## src/rtl/ysyx_22050612_mem_arbiter.sv

```systemverilog
// Two-requester (IFU/LSU) arbiter onto the single data-memory port.
// One transaction in flight, round-robin on contention, watchdog abort with sticky err.
module ysyx_22050612_mem_arbiter #(
  parameter int unsigned TIMEOUT = 255
) (
  input  logic        clk,
  input  logic        rst,
  input  logic        if_req_valid,
  output logic        if_req_ready,
  input  logic [63:0] if_addr,
  output logic        if_resp_valid,
  output logic [63:0] if_rdata,
  input  logic        ls_req_valid,
  output logic        ls_req_ready,
  input  logic [63:0] ls_addr,
  input  logic        ls_wen,
  input  logic [63:0] ls_wdata,
  input  logic [7:0]  ls_wmask,
  output logic        ls_resp_valid,
  output logic [63:0] ls_rdata,
  output logic        mem_req_valid,
  input  logic        mem_req_ready,
  output logic [63:0] mem_addr,
  output logic        mem_wen,
  output logic [63:0] mem_wdata,
  output logic [7:0]  mem_wmask,
  input  logic        mem_resp_valid,
  input  logic [63:0] mem_rdata,
  output logic        busy,
  output logic        err
);

  typedef enum logic [1:0] {
    S_IDLE,
    S_REQ,
    S_WAIT
  } state_t;

  localparam logic [15:0] LIMIT = 16'(TIMEOUT - 1);

  state_t      state, state_nx;
  logic        owner, owner_nx;
  logic        last_grant, last_grant_nx;
  logic [15:0] count, count_nx, count_inc;
  logic        err_nx;
  logic        accept;
  logic        grant_ls;
  logic        resp_fire;
  logic [63:0] resp_data;

  assign count_inc = (count == 16'hFFFF) ? count : count + 16'd1;

  // Completion in WAIT is checked before the watchdog so it wins on the boundary cycle.
  always_comb begin
    state_nx      = state;
    owner_nx      = owner;
    last_grant_nx = last_grant;
    count_nx      = count;
    err_nx        = err;
    accept        = 1'b0;
    grant_ls      = 1'b0;
    resp_fire     = 1'b0;
    resp_data     = '0;
    case (state)
      S_IDLE: begin
        if (!rst && (if_req_valid || ls_req_valid)) begin
          accept        = 1'b1;
          grant_ls      = ls_req_valid && (!if_req_valid || !last_grant);
          owner_nx      = grant_ls;
          last_grant_nx = grant_ls;
          count_nx      = '0;
          state_nx      = S_REQ;
        end
      end
      S_REQ: begin
        if (count == LIMIT) begin
          resp_fire = 1'b1;
          err_nx    = 1'b1;
          state_nx  = S_IDLE;
        end else begin
          count_nx = count_inc;
          if (mem_req_ready) begin
            state_nx = S_WAIT;
          end
        end
      end
      S_WAIT: begin
        if (mem_resp_valid) begin
          resp_fire = 1'b1;
          resp_data = mem_rdata;
          state_nx  = S_IDLE;
        end else if (count == LIMIT) begin
          resp_fire = 1'b1;
          err_nx    = 1'b1;
          state_nx  = S_IDLE;
        end else begin
          count_nx = count_inc;
        end
      end
      default: state_nx = S_IDLE;
    endcase
  end

  always_ff @(posedge clk or posedge rst) begin
    if (rst) begin
      state      <= S_IDLE;
      owner      <= 1'b0;
      last_grant <= 1'b1;
      count      <= '0;
      err        <= 1'b0;
      mem_addr   <= '0;
      mem_wen    <= 1'b0;
      mem_wdata  <= '0;
      mem_wmask  <= '0;
    end else begin
      state      <= state_nx;
      owner      <= owner_nx;
      last_grant <= last_grant_nx;
      count      <= count_nx;
      err        <= err_nx;
      if (accept) begin
        mem_addr  <= grant_ls ? ls_addr : if_addr;
        mem_wen   <= grant_ls & ls_wen;
        mem_wdata <= grant_ls ? ls_wdata : '0;
        mem_wmask <= grant_ls ? ls_wmask : '0;
      end
    end
  end

  assign if_req_ready  = accept && !grant_ls;
  assign ls_req_ready  = accept && grant_ls;
  assign mem_req_valid = (state == S_REQ);
  assign busy          = (state != S_IDLE);
  assign if_resp_valid = resp_fire && !owner;
  assign ls_resp_valid = resp_fire && owner;
  assign if_rdata      = if_resp_valid ? resp_data : '0;
  assign ls_rdata      = ls_resp_valid ? resp_data : '0;

endmodule

```

## config.mk

```make
export PLATFORM = sky130hd
export DESIGN_NAME = ysyx_22050612_mem_arbiter
export DESIGN_NICKNAME = d
export VERILOG_FILES = /design/src/rtl/ysyx_22050612_mem_arbiter.sv
export SDC_FILE = /design/constraint.sdc
export NUM_CORES = 1
export LEC_CHECK = 0
export CAP_MARGIN = 20
export CORE_AREA = 2 2 210 212
export CTS_CLUSTER_DIAMETER = 40
export DETAILED_ROUTE_END_ITERATION = 12
export DIE_AREA = 0 0 212 214
export PLACE_DENSITY = 0.45
export SKIP_CTS_REPAIR_TIMING = 1
export SYNTH_ARGS = -nofsm -noshare
export SYNTH_HDL_FRONTEND = slang
export SYNTH_SLANG_ARGS = --single-unit
```

## constraint.sdc

```tcl
create_clock -name clk -period 7.96 [get_ports clk]
set_input_delay 1.592 -clock clk [delete_from_list [all_inputs] [get_ports clk]]
set_output_delay 1.592 -clock clk [all_outputs]
set_load 0.05 [all_outputs]
```

Word level (Yosys, flattened, before mapping)

Index checks and enable logic that the tools add are counted.

Bits in registers: 158
Output and inout port bits: 272
Logic and storage cells: 68

Add/subtract/negate cells: 1
Eq/ne operators: 8
Muxes and demuxes: 28
Bitwise logic cells: 1
Reduce and logical (&&, ||, !) cells: 21

Operators by type and width:

| cell                  | number |
|---|---|
| $mux 64               | 6 |
| $mux 16               | 4 |
| $pmux 16 s3           | 1 |
| $add 16x1->16 const B | 1 |
| $eq 16x16->1 const B  | 1 |
| $eq 16x8->1 const B   | 1 |
| $mux 2                | 5 |
| $mux 1                | 8 |
| $mux 8                | 1 |
| $logic_and 1x1->1     | 6 |
| $pmux 2 s3            | 1 |
| $reduce_and 3->1      | 2 |
| $logic_not 1->1       | 5 |
| $ne 2x2->1 const B    | 2 |
| $pmux 1 s2            | 2 |
| $reduce_and 2->1      | 2 |
| $reduce_bool 2->1     | 2 |
| $ne 3x1->1 const B    | 1 |
| $ne 3x3->1 const B    | 1 |
| $reduce_bool 3->1     | 1 |
| $eq 2x1->1 const B    | 1 |
| $eq 2x2->1 const B    | 1 |
| $logic_not 2->1       | 1 |
| $logic_or 1x1->1      | 2 |
| $and 1x1->1           | 1 |

Depth between registers and ports, before layout

Gate-level depths: netlist of run 1.

Depth in word-level cells: 7
Gate-level depth with buffers: 9
Mapped depth without buffers: 7

Worst setup path after synthesis of run 1

Ideal clock, no wire load.

Path type: input to output
Start point: in rst
End point: out if_req_ready
Arrival: 3218 ps
Data required time: 6368 ps
Slack: 3150 ps
Stages: 7
Path buffers: 3
Cell sequence: o21bai_1 inv_1 nand2_1 buf_2 clkbuf_1 clkbuf_1 nor2_1

Cells in the longest elaborated chain, start to end: 6
Elaborated cells between the ends (all ways): 8
Those cells by class: 4 x mux; 4 x reduce/logical

RTL lines:

| item                                 | line | source |
|---|---|---|
| start: declaration                   | 7    | `input logic rst,` |
| $logic_not 1->1 (no source line) (*) | --   |  |
| $logic_and 1x1->1 (*)                | 66   | `if (!rst && (if_req_valid \|\| ls_req_valid)) begin` |
| $mux 1                               | 66   |  |
| $mux 1                               | 64   | `case (state)` |
| $logic_not 1->1                      | 130  | `assign if_req_ready = accept && !grant_ls;` |
| $logic_and 1x1->1 (*)                | 130  |  |
| end: declaration                     | 9    | `output logic if_req_ready,` |

Mark *: on every way between the ends. The rest lies on a longest branch, timed or not.

Worst setup path in the final report of run 1

Start point: in mem_resp_valid
End point: out if_rdata[52]

Cells in the longest elaborated chain, start to end: 4
Elaborated cells between the ends (all ways): 6
Those cells by class: 5 x mux; 1 x reduce/logical

RTL lines:

| item               | line | source |
|---|---|---|
| start: declaration | 27   | `input logic mem_resp_valid,` |
| $mux 1             | 88   | `if (mem_resp_valid) begin` |
| $pmux 1 s2         | 64   |  |
| $logic_and 1x1->1  | 134  | `assign if_resp_valid = resp_fire && !owner;` |
| $mux 64 (*)        | 136  | `assign if_rdata = if_resp_valid ? resp_data : '0;` |
| end: declaration   | 12   | `output logic [63:0] if_rdata,` |

Marked as above.

==> results of run 1 <==
==> critical path: cells and delay by family <==
| family | cells | cell delay (ns) |
|---|---|---|
| simple gates | 3 | 0.86 |
| buf+inv | 3 | 1.73 |
==> final timing paths <==
check	endpoint	start	cells after the start	slack (ns)
setup / recovery	if_rdata[52]	mem_resp_valid	6	2.16
hold / removal	mem_wdata[22]	mem_wdata[22]	2	0.48
setup reg to reg	mem_wdata[47]	state[0]	5	5.26
hold reg to reg	mem_wdata[22]	mem_wdata[22]	2	0.48
max in group asynchronous	mem_addr[0]	rst	3	5.08
min in group asynchronous	mem_wdata[6]	rst	2	1.62
==> layout make-up <==
type	instances	area, um2	share of cell area, %
flip-flops and latches	158	3960	27.3
clock buffers	17	425	2.93
well taps	585	732	5.05
repair buffers	551	5520	38.1
inverters	16	65.1	0.449
multi-input cells	716	3620	24.9
diodes	1	2.50	0.0173
clock inverters	15	186	1.29
==> state kept, by name (all words and copies together), names as in the netlist <==
| name | count |
|---|---|
| count | 16 |
| mem_wdata | 64 |
| mem_wen | 1 |
| last_grant | 1 |
| err | 1 |
| state | 2 |
| mem_wmask | 8 |
| owner | 1 |
| mem_addr | 64 |
==> cell families after synthesis <==
logic type | after synthesis | synth area share [%]
compound gates | 174 | 11.8
xor+xnor | 1 | 0.110
fa+ha+maj | 6 | 0.943
buf+inv | 84 | 5.16
flops | 158 | 49.7
mux | 66 | 8.32
simple gates | 469 | 23.9
==> layout by cell type, fill, tap and decap left out, types with 2 or more instances in the layout <==
cell / instances
clkdlybuf4s50_1: 542
bufinv_16: 3
or3_1: 6
clkinv_4: 4
ha_1: 6
nor3_1: 3
or4_4: 2
inv_1: 15
nand3_1: 8
nor2_1: 135
and3_2: 2
a21o_1: 2
buf_4: 7
nand4_1: 6
buf_12: 2
nand2_1: 291
a21oi_1: 6
clkinv_2: 2
clkbuf_16: 17
nand3b_1: 2
mux2i_1: 65
dfrtp_1: 157
o21ai_0: 151
o22a_1: 2
a221o_2: 2
inv_6: 3
clkinvlp_4: 3
and3_1: 3
==> per-stage QoR <==
step                std cells  setup WS (ns)  util, %  area, um2
global route             2058           2.00     33.8      14500
global placement         2025           2.02     32.3      13900
detailed placement       2025           1.89     32.3      13900
floorplan                 958           2.11        -       7960
CTS                      2057           1.87     33.8      14500
finish                   2059           2.16     33.8      14500
==> power groups by stage <==
| stage | clock, uW | sequential, uW | combinational (uW) |
|---|---|---|---|
| floorplan | 0 | 2260 | 649 |
| global placement | 0 | 1280 | 2590 |
| detailed placement | 0 | 1290 | 2590 |
| CTS | 907 | 1280 | 2590 |
| global route | 935 | 1310 | 2730 |
| finish | 868 | 1270 | 2560 |
==> per-layer routing <==
layer	up-vias	GRT usage, %	share of wire [%]
li1	4162	-	-
met1	3777	18.6	42
met2	236	25.9	50
met3	25	4.06	6.3
met4	0	4.04	1.1
met5	-	0	0
==> synth_stat cells (all sizes together), types with 2 or more instances <==
cell    instances  area (um2)
nand2         292        1100
dfrtp         157        3930
o21ai         152         761
nor2          135         507
mux2i          65         651
clkbuf         46         183
buf            22         168
inv            16        60.1
nand3           9        45.0
or3             8        56.3
a21oi           6        30.0
ha              6        75.1
nand4           6        37.5
and3            5        33.8
a21o            3        23.8
nor3            3        15.0
a221o           2        22.5
nand3b          2        15.0
o22a            2        17.5
or4             2        22.5
==> impl_metrics.yaml, run 1 <==
status:
  status: "complete, no violations"
sta:
  worst_pin_slew_ns: 0.989
  clock_skew_ns: 0.0126
  period_share_pct: 72.9
  setup_violations: 0
  hold_ws_ns: 0.477
  max_slew_margin_pct: 34.1
  max_clock_freq_ghz: 0.172
  slew_viol_final: 0
  tns_ns: 0
  min_period_ns: 5.80
  finalHoldViolCount: 0
  rsz0062_at_grt: "no"
logic_synthesis:
  synthCells: 958
  synth_fp_nets: 1235
  seq_area_frac_synth_pct: 49.7
  syn-cell-area_um2: 7960
  syn_area_per_cell_um2: 8.31
  synth.distinct_cells: 48
  ys_seq_elements: 158
  async_flop_share_pct: 100
  ys.flop_type: "dfrtp_1"
  yosysWarnings: 0
  synth-edff-count: 0
pwr:
  swShare_pct: 48.4
  totalPowerFinal_uw: 4700
  power.internal_uw: 2430
  leakage_uw: 0.00579
  combPwrFrac_pct: 54.5
  powerDensity_nw_per_um2: 324
  clkPwrFrac_pct: 18.5
  ir_drop_mv: 0.175
  power_frac_seq_pct: 27.1
  switching_power_uw: 2280
worst_setup_path:
  crit_slowest_cell: "clkdlybuf4s50_1"
  worstPathMaxFanout: 29
  cp.arrival_ns: 4.21
  startpoint_type: "input port"
  critPathCaptureType: "primary output"
  cpMostUsedCell: "clkdlybuf4s50_1"
  crit_chain: "clkdlybuf4s50_1, and2_2, buf_4, nand2_1, nor2_1, clkdlybuf4s50_1"
  cp.required_ns: 6.37
  cpPeakStageDelay_ns: 0.83
  worst-setup-path-type: "in -> out"
floorplanning:
  io_pins: 543
  die_x_um: 212
  fp.coreArea_um2: 42900
  initial_core_util_pct: 18.6
  num_rows: 76
  die_h_um: 214
  die_area_um2: 45400
routing:
  vias_per_cell: 3.98
  antenna_left: 0
  dr.pass1.iters: 5
  wirelength_mm: 34.9
  drt_iter0_markers: 488
  vias: 8200
  route.detailed.drc: 0
  wire_per_inst_um: 17.0
place:
  gp_congestion: 0.897
  port_buffers: 542
  place_hpwl_mm: 27.0
global_route:
  grt_pass1_wl_mm: 52.5
  antenna_found_initial: 1
  grt.total_usage_pct: 15.1
  grt_pass1_vias: 8222
  grt_max_degree: 138
  gr-total-overflow: 0
flow_run:
  cap_violations: 0
cts:
  h-tree-depth: 4
  cts_tree: "yes"
  cts.reportedPaths.clkPinSlew_ns: 0.07
  insertion_delay_ns: 0.44
  numCtsBuffers: 17
  clkSinkCount: 158
  cts_buffer_depth: 2
  root_buffer: "clkbuf_16"
finish:
  fin_nets: 1737
  syn_to_final_growth_pct: 82.2
  fillers: 4502
  drive_gt1_share_pct: 4.28
worst_hold_path:
  hold_path_class: "reg -> reg"
No activity file was read; power rests on OpenSTA's default activity.
==> run 2, diff against run 1 <==
- PLACE_DENSITY: 0.45 -> 0.47
- clock period: 7.96 -> 5.1 ns (I/O delays scaled with it)
==> run 2 against run 1 <==
Clock skew hardly changed. Die area is the same. Register-to-register slack lost 2.9 ns. Global-route usage up 0.31 points. First-iteration DRC count decreased by 27%. Final area shrank 2.1%. Clock power increased by 53%. Setup slack worse by 1.6 ns. Combinational power is 57% higher. Power is 56% higher. Largest power group unchanged.
==> impl_metrics.yaml, run 2 (synthesis results as in run 1) <==
floorplanning:
  initial_core_util_pct: 18.6
  io_pins: 543
  die_h_um: 214
  die_x_um: 212
  die_area_um2: 45400
  num_rows: 76
  fp.coreArea_um2: 42900
cts:
  root_buffer: "clkbuf_16"
  cts.reportedPaths.clkPinSlew_ns: 0.07
  cts_buffer_depth: 2
  insertion_delay_ns: 0.43
  numCtsBuffers: 17
  cts_tree: "yes"
  clkSinkCount: 158
  h-tree-depth: 4
global_route:
  antenna_found_initial: 2
  grt_max_degree: 277
  grt_pass1_vias: 8439
  gr-total-overflow: 0
  grt_pass1_wl_mm: 53.3
  grt.total_usage_pct: 15.5
pwr:
  combPwrFrac_pct: 54.8
  powerDensity_nw_per_um2: 516
  power_frac_seq_pct: 27.0
  power.internal_uw: 3780
  clkPwrFrac_pct: 18.1
  switching_power_uw: 3550
  swShare_pct: 48.5
  leakage_uw: 0.00607
  ir_drop_mv: 0.417
flow_run:
  cap_violations: 0
routing:
  vias_per_cell: 3.99
  antenna_left: 0
  dr.pass1.iters: 4
  drt_iter0_markers: 357
  wire_per_inst_um: 17.3
  wirelength_mm: 35.6
  route.detailed.drc: 0
  vias: 8240
finish:
  fin_nets: 1741
  final_common_cell: "clkdlybuf4s50_1"
  layout_common_cells: "417 x clkdlybuf4s50_1, 291 x nand2_1, 157 x dfrtp_1"
  drive_gt1_share_pct: 13.0
  fillers: 4556
  top_regs: "mem_addr: 64 flops, mem_wdata: 64 flops, count: 16 flops"
  final_cells: 2064
  syn_to_final_growth_pct: 78.5
sta:
  max_clock_freq_ghz: 0.221
  tns_ns: 0
  period_share_pct: 88.7
  finalHoldViolCount: 0
  slew_viol_final: 0
  rsz0062_at_grt: "no"
  max_slew_margin_pct: 21.0
  min_period_ns: 4.53
  setup_violations: 0
  worst_pin_slew_ns: 1.19
  clock_skew_ns: 0.0130
  hold_ws_ns: 0.475
worst_setup_path:
  startpoint_type: "flip-flop"
  cp.arrival_ns: 3.51
  reg2reg_setup_slack_ns: 2.35
  worstPathMaxFanout: 16
  cp.required_ns: 4.08
  worst-setup-path-type: "reg -> out"
  critPathCaptureType: "primary output"
place:
  place_hpwl_mm: 27.6
  gp_congestion: 0.876
  place_inst: 2030
  port_buffers: 542
status:
  status: "complete, no violations"
worst_hold_path:
  hold_path_class: "reg -> reg"
[run 2: changes by cell type in the layout (fill, tap and decap cells not counted)]
cell             change
clkdlybuf4s50_1    -125
clkinv_2             +4
diode_2              +1
inv_6                -1
buf_4              +129
inv_8                -1
clkinv_4             -2
[run 2: path summary, 6_finish.rpt]
kind,start,end,cells after the start
worst max-delay path,count[0],ls_resp_valid,9
worst min-delay path,mem_addr[40],mem_addr[40],2
worst max register to register,state[0],count[6],8
worst min register to register,mem_addr[40],mem_addr[40],2
max in group asynchronous,rst,mem_addr[20],3
min in group asynchronous,rst,err,2
[run 2: layer usage]
| layer | vias to the layer above | track usage [%] | wire length, um |
|---|---|---|---|
| li1 | 4147 | - | - |
| met1 | 3822 | 19.4 | 15300 |
| met2 | 243 | 26.1 | 17400 |
| met3 | 28 | 4.21 | 2330 |
| met4 | 0 | 3.85 | 568 |
| met5 | - | 0 | 0 |
[run 2: stage by stage]
| step | power, uW | cell area [um2] | util (%) | setup slack [ns] |
|---|---|---|---|---|
| floorplan | 4530 | 7960 | - | 1.43 |
| finish | 7330 | 14200 | 33.1 | 0.574 |
| detailed placement | 6090 | 13600 | 31.7 | 0.748 |
| global placement | 6060 | 13600 | 31.7 | 0.732 |
| CTS | 7460 | 14200 | 33.1 | 0.509 |
| global route | 7770 | 14200 | 33.1 | 0.339 |
[run 2: power by group through the flow]
stage	combinational (uW)	clock (uW)	sequential, uW
floorplan	1010	0	3520
global placement	4070	0	1990
detailed placement	4080	0	2010
CTS	4080	1380	1990
global route	4280	1440	2050
finish	4020	1330	1980
[run 2: cell type report]
| cell class | instances | area (um2) | share of cell area [%] |
|---|---|---|---|
| Clock buffer | 17 | 425 | 3.00 |
| Antenna cell | 2 | 5.00 | 0.0352 |
| Clock inverter | 15 | 170 | 1.20 |
| Inverter | 16 | 63.8 | 0.449 |
| Tap cell | 585 | 732 | 5.15 |
| Multi-Input combinational cell | 716 | 3620 | 25.5 |
| Sequential cell | 158 | 3960 | 27.8 |
| Timing Repair Buffer | 555 | 5240 | 36.9 |
[run 2: critical path, cell delays in order (launching register included)]
cell             delay, ns
dfrtp_1               0.43
inv_1                 0.08
ha_1                  0.13
nor3b_1               0.41
nand4b_4              0.21
o21ai_1               0.24
nand3_2               0.36
buf_4                 0.34
inv_1                 0.06
clkdlybuf4s50_1       0.80
